### config.mk
export PLATFORM = sky130hd
export DESIGN_NAME = baud_rate_gen
export DESIGN_NICKNAME = d
export VERILOG_FILES = /design/src/rtl/uart_pkg.sv /design/src/rtl/baud_rate_gen.sv
export SDC_FILE = /design/constraint.sdc
export NUM_CORES = 1
export LEC_CHECK = 0
export BUFFER_PORTS_ARGS = -buffer_cell sky130_fd_sc_hd__buf_2
export CORE_AREA = 2 2 39 41
export DETAILED_ROUTE_END_ITERATION = 6
export DIE_AREA = 0 0 41 43
export GPL_ROUTABILITY_DRIVEN = 0
export HOLD_SLACK_MARGIN = 0.15
export REMOVE_ABC_BUFFERS = 1
export SLEW_MARGIN = 10
export SYNTH_ARGS = -nofsm -noshare
export SYNTH_HDL_FRONTEND = slang
export SYNTH_SLANG_ARGS = --single-unit
### constraint.sdc
create_clock -name i_clk -period 1.2 [get_ports i_clk]
set_input_delay 0.24 -clock i_clk [delete_from_list [all_inputs] [get_ports i_clk]]
set_output_delay 0.24 -clock i_clk [all_outputs]
set_load 0.05 [all_outputs]
### src/rtl/uart_pkg.sv
// Shared UART constants.
// Holds the system clock frequency, the line baud rate and the receive
// oversampling factor. It also holds the default tick divisor and counter
// width derived from those three values.
package uart_pkg;

  localparam int unsigned CLK_FREQ   = 50_000_000;
  localparam int unsigned BAUD_RATE  = 19_200;
  localparam int unsigned OVERSAMPLE = 16;

  // Round to nearest. The exact ratio is 162.76, so the default is 163.
  localparam int unsigned DEFAULT_DIVISOR =
    (CLK_FREQ + (BAUD_RATE * OVERSAMPLE) / 2) / (BAUD_RATE * OVERSAMPLE);
  localparam int unsigned DEFAULT_DIVISOR_BITS = $clog2(DEFAULT_DIVISOR);

endpackage

### src/rtl/baud_rate_gen.sv
// Free-running modulo-N tick generator.
// This is the 16x oversampling strobe shared by the UART rx and tx.
// Ports:
//   i_clk    system clock; all logic runs on the rising edge
//   i_reset  asynchronous, active-high reset; clears the counter immediately
//   o_tick   one-cycle strobe, high once every BAUDRATE_DIVISOR clocks
module baud_rate_gen
  import uart_pkg::*;
#(
  parameter int unsigned BAUDRATE_DIVISOR      = DEFAULT_DIVISOR,
  parameter int unsigned BAUDRATE_DIVISOR_BITS = DEFAULT_DIVISOR_BITS
) (
  input  logic i_clk,
  input  logic i_reset,
  output logic o_tick
);

  localparam logic [BAUDRATE_DIVISOR_BITS-1:0] LAST =
    BAUDRATE_DIVISOR_BITS'(BAUDRATE_DIVISOR - 1);

  if (BAUDRATE_DIVISOR < 2) begin : g_bad_divisor
    $error("baud_rate_gen: BAUDRATE_DIVISOR must be >= 2");
  end

  if ((64'(1) << BAUDRATE_DIVISOR_BITS) < 64'(BAUDRATE_DIVISOR)) begin : g_bad_bits
    $error("baud_rate_gen: BAUDRATE_DIVISOR_BITS too narrow for BAUDRATE_DIVISOR");
  end

  logic [BAUDRATE_DIVISOR_BITS-1:0] count;

  // The wrap test uses >= rather than ==. Any state above LAST can only be
  // reached through an upset, and this returns it to 0 on the next edge.
  always_ff @(posedge i_clk or posedge i_reset) begin
    if (i_reset) begin
      count <= '0;
    end else if (count >= LAST) begin
      count <= '0;
    end else begin
      count <= count + BAUDRATE_DIVISOR_BITS'(1);
    end
  end

  assign o_tick = (count == LAST);

endmodule

==> results.json <==
{
  "vias_per_cell": 4.880,
  "die_area_um2": 1763,
  "reg2reg_from": "count[0]",
  "routed_wl_um": 916,
  "final_core_util_pct": 43.58,
  "firstDrtPassIters": 2,
  "multi_input_area_um2": 244.0,
  "synth.distinct_cells": 20,
  "finalSetupTns_ns": -1.487,
  "layout_setup_ws_ns": -0.3946,
  "rsz0062_at_grt": "true",
  "power.switching_uw": 100.6,
  "synth_area_um2": 421.7,
  "nNetsFinal": 65,
  "drv_slew": 0,
  "area_growth_pct": 43.03,
  "status": "complete, but fails checks",
  "final_cell_mix": "buf_4 (9), dfrtp_1 (8), nor3_1 (5)",
  "top_regs": "count: 8 flops",
  "finalNonFillerCells": 75,
  "peakVddDrop_v": 0.0003428,
  "p_leak_uw": 0.0002511,
  "dieHeight_um": 43,
  "critical_path_class": "reg2out",
  "die_w_um": 41,
  "fillCellCount": 132,
  "diodes": 0,
  "vias": 366,
  "seqPwrFrac_pct": 55.2,
  "crit_buf_inv": 3,
  "clock.fmax_ghz": 0.6271,
  "cts.path.max_buffers": 2,
  "antenna_found_initial": 0,
  "period_share_pct": 132.9,
  "first_global_vias": 337,
  "cp_max_fo": 2,
  "grt_usage_pct": 13.48,
  "pwr-share-comb_pct": 1.9,
  "slowest_stage": "dfrtp_1",
  "r2r_setup_slack_ns": -0.17,
  "netSwitchingFraction_pct": 20.58,
  "clock_power_share_pct": 42.8,
  "cp-end-kind": "primary output",
  "hp-class": "in2async",
  "initial_utilization_pct": 30.47,
  "largest_register_ffs": 8,
  "r2r_cells": 5,
  "globalRouteOverflowTotal": 0,
  "wl_per_cell_um": 12.21,
  "hold_viol_final": 0,
  "relSlewSlack_pct": 63.85,
  "io_pins": 3,
  "path_cells": "inv_1 -> ha_1 -> inv_1 -> nor4b_2 -> buf_4",
  "cp_common_cell": "inv_1",
  "synth_cells": 44,
  "cp_data_arrival_time_ns": 1.35,
  "core_area_um2": 1384,
  "p_int_uw": 388.1,
  "period_needed_ns": 1.595,
  "final_common_cell": "buf_4",
  "grt_max_degree": 9,
  "violations": "setup timing",
  "dpl.hpwl_um": 654.9,
  "cts_buffers": 3,
  "port_buffers": 2,
  "ant_nets": 0,
  "cp_top_family": "flip-flops",
  "postSynthRegisterBits": 8,
  "cts_tree": "done",
  "power.density_nw_per_um2": 810.3,
  "top_register": "count",
  "grt_pass1_wl_mm": 1.400,
  "rr_endpoint": "count[2]",
  "grtUsageMet3_pct": 6.283,
  "required_ns": 0.96,
  "setup_violations": 9,
  "htreeDepth": 1,
  "cts_sinks": 8,
  "worst_pin_slew_ns": 0.5423,
  "ys_seq_area_share_pct": 47.48,
  "post_route_cells_drive_above_1_share_pct": 33.90,
  "clk_pin_slew_worst_paths_ns": 0.06,
  "maxCapViolCount": 0,
  "busiest_layer": "met2",
  "root_buffer": "clkbuf_4",
  "register_area_um2": 200.2,
  "crit_path_max_incr_delay_ns": 0.38,
  "drtIter0Drc": 3,
  "use_met1_pct": 13.91,
  "drcViolationCount": 0,
  "rows": 14,
  "use_met2_pct": 19.06,
  "postSynthAreaPerCell_um2": 9.583,
  "worstSkewPairLatency_ns": 0.26,
  "startpoint_type": "flip-flop",
  "yosys_warnings": 0,
  "skew_ns": 0.005160,
  "dp_cells": 70
}
==> Yosys cell counts (all sizes together) <==
master	number	share of area (%)
buf	1	0.89
a21oi	2	2.4
nor3	6	7.1
ha	2	5.9
nor2	1	0.89
nand2	4	3.6
nor4b	1	2.1
o21ai	3	3.6
a211oi	1	3.0
nand3	3	4.7
dfrtp	8	47
inv	3	2.7
xnor2	1	2.1
or3	2	3.0
and2	1	1.5
xor2	2	4.2
nand2b	1	1.5
or4	1	1.8
a21boi	1	1.8
==> timing repair <==
action                     4_1_cts  5_1_grt
gates cloned                     0        0
pin swaps                        3        0
gates resized for setup          8        2
setup endpoints to repair        9        9
setup buffers                    1        0
hold endpoints to repair         8        0
hold buffers                     1        0
==> worst min-delay path: stages <==
cell,delay [ns]
dlygate4sd3_1,0.53
buf_2,0.12
inv_1,0.24
==> cells by family (layout without fill, tap and decap cells) <==
logic type,count (synthesis),count (layout),synth area share [%]
buffers and inverters,4,19,3.560
AO/OA/AOI/OAI,7,7,10.68
flip-flops,8,8,47.48
adder cells (fa/ha/maj),2,2,5.934
AND/OR/NAND/NOR,20,20,26.11
XOR/XNOR,3,3,6.233
==> area by class of cell <==
cell class | count | share of cell area, %
inverters | 3 | 1.867
multi-input cells | 32 | 40.46
flip-flops and latches | 8 | 33.20
repair buffers | 13 | 17.43
well taps | 16 | 3.320
clock buffers | 3 | 3.734
==> per-layer routing <==
| layer | part of all wire [%] | wire length, µm | vias up |
|---|---|---|---|
| li1 | - | - | 185 |
| met1 | 42 | 386 | 170 |
| met2 | 50 | 457 | 6 |
| met3 | 3.9 | 36 | 5 |
| met4 | 3.9 | 36 | 0 |
| met5 | 0 | 0 | - |
==> through the flow <==
| stage | setup slack (ns) | power [µW] | hold WS (ns) | instance area, µm² |
|---|---|---|---|---|
| after global routing | -0.4758 | 514.6 | 0.5060 | 603.1 |
| after floorplan | -1.345 | 278.9 | 0.05566 | 417.9 |
| after detailed placement | -0.3066 | 282.4 | 0.2130 | 515.5 |
| after global placement | -0.2464 | 282.0 | 0.2024 | 515.5 |
| final | -0.3946 | 488.7 | 0.4710 | 603.1 |
| after CTS | -0.4065 | 499.0 | 0.4832 | 593.1 |
==> power groups by stage <==
stage / logic, µW / clock network (µW) / registers, µW
floorplan: 4.21 / 0 / 275
detailed placement: 7.72 / 0 / 275
global placement: 7.31 / 0 / 275
CTS: 10.2 / 219 / 270
finish: 9.38 / 209 / 270
global route: 11.2 / 234 / 270
==> worst max-delay path by stage <==
| stage | start | to | depth (start not counted) |
|---|---|---|---|
| finish | count[0] | o_tick | 5 |
| global route | count[0] | o_tick | 5 |
| CTS | count[0] | o_tick | 5 |
| detailed placement | count[4] | o_tick | 3 |
| global placement | count[4] | o_tick | 3 |
| floorplan | count[0] | o_tick | 4 |
(Power assumes the default switching activity.)
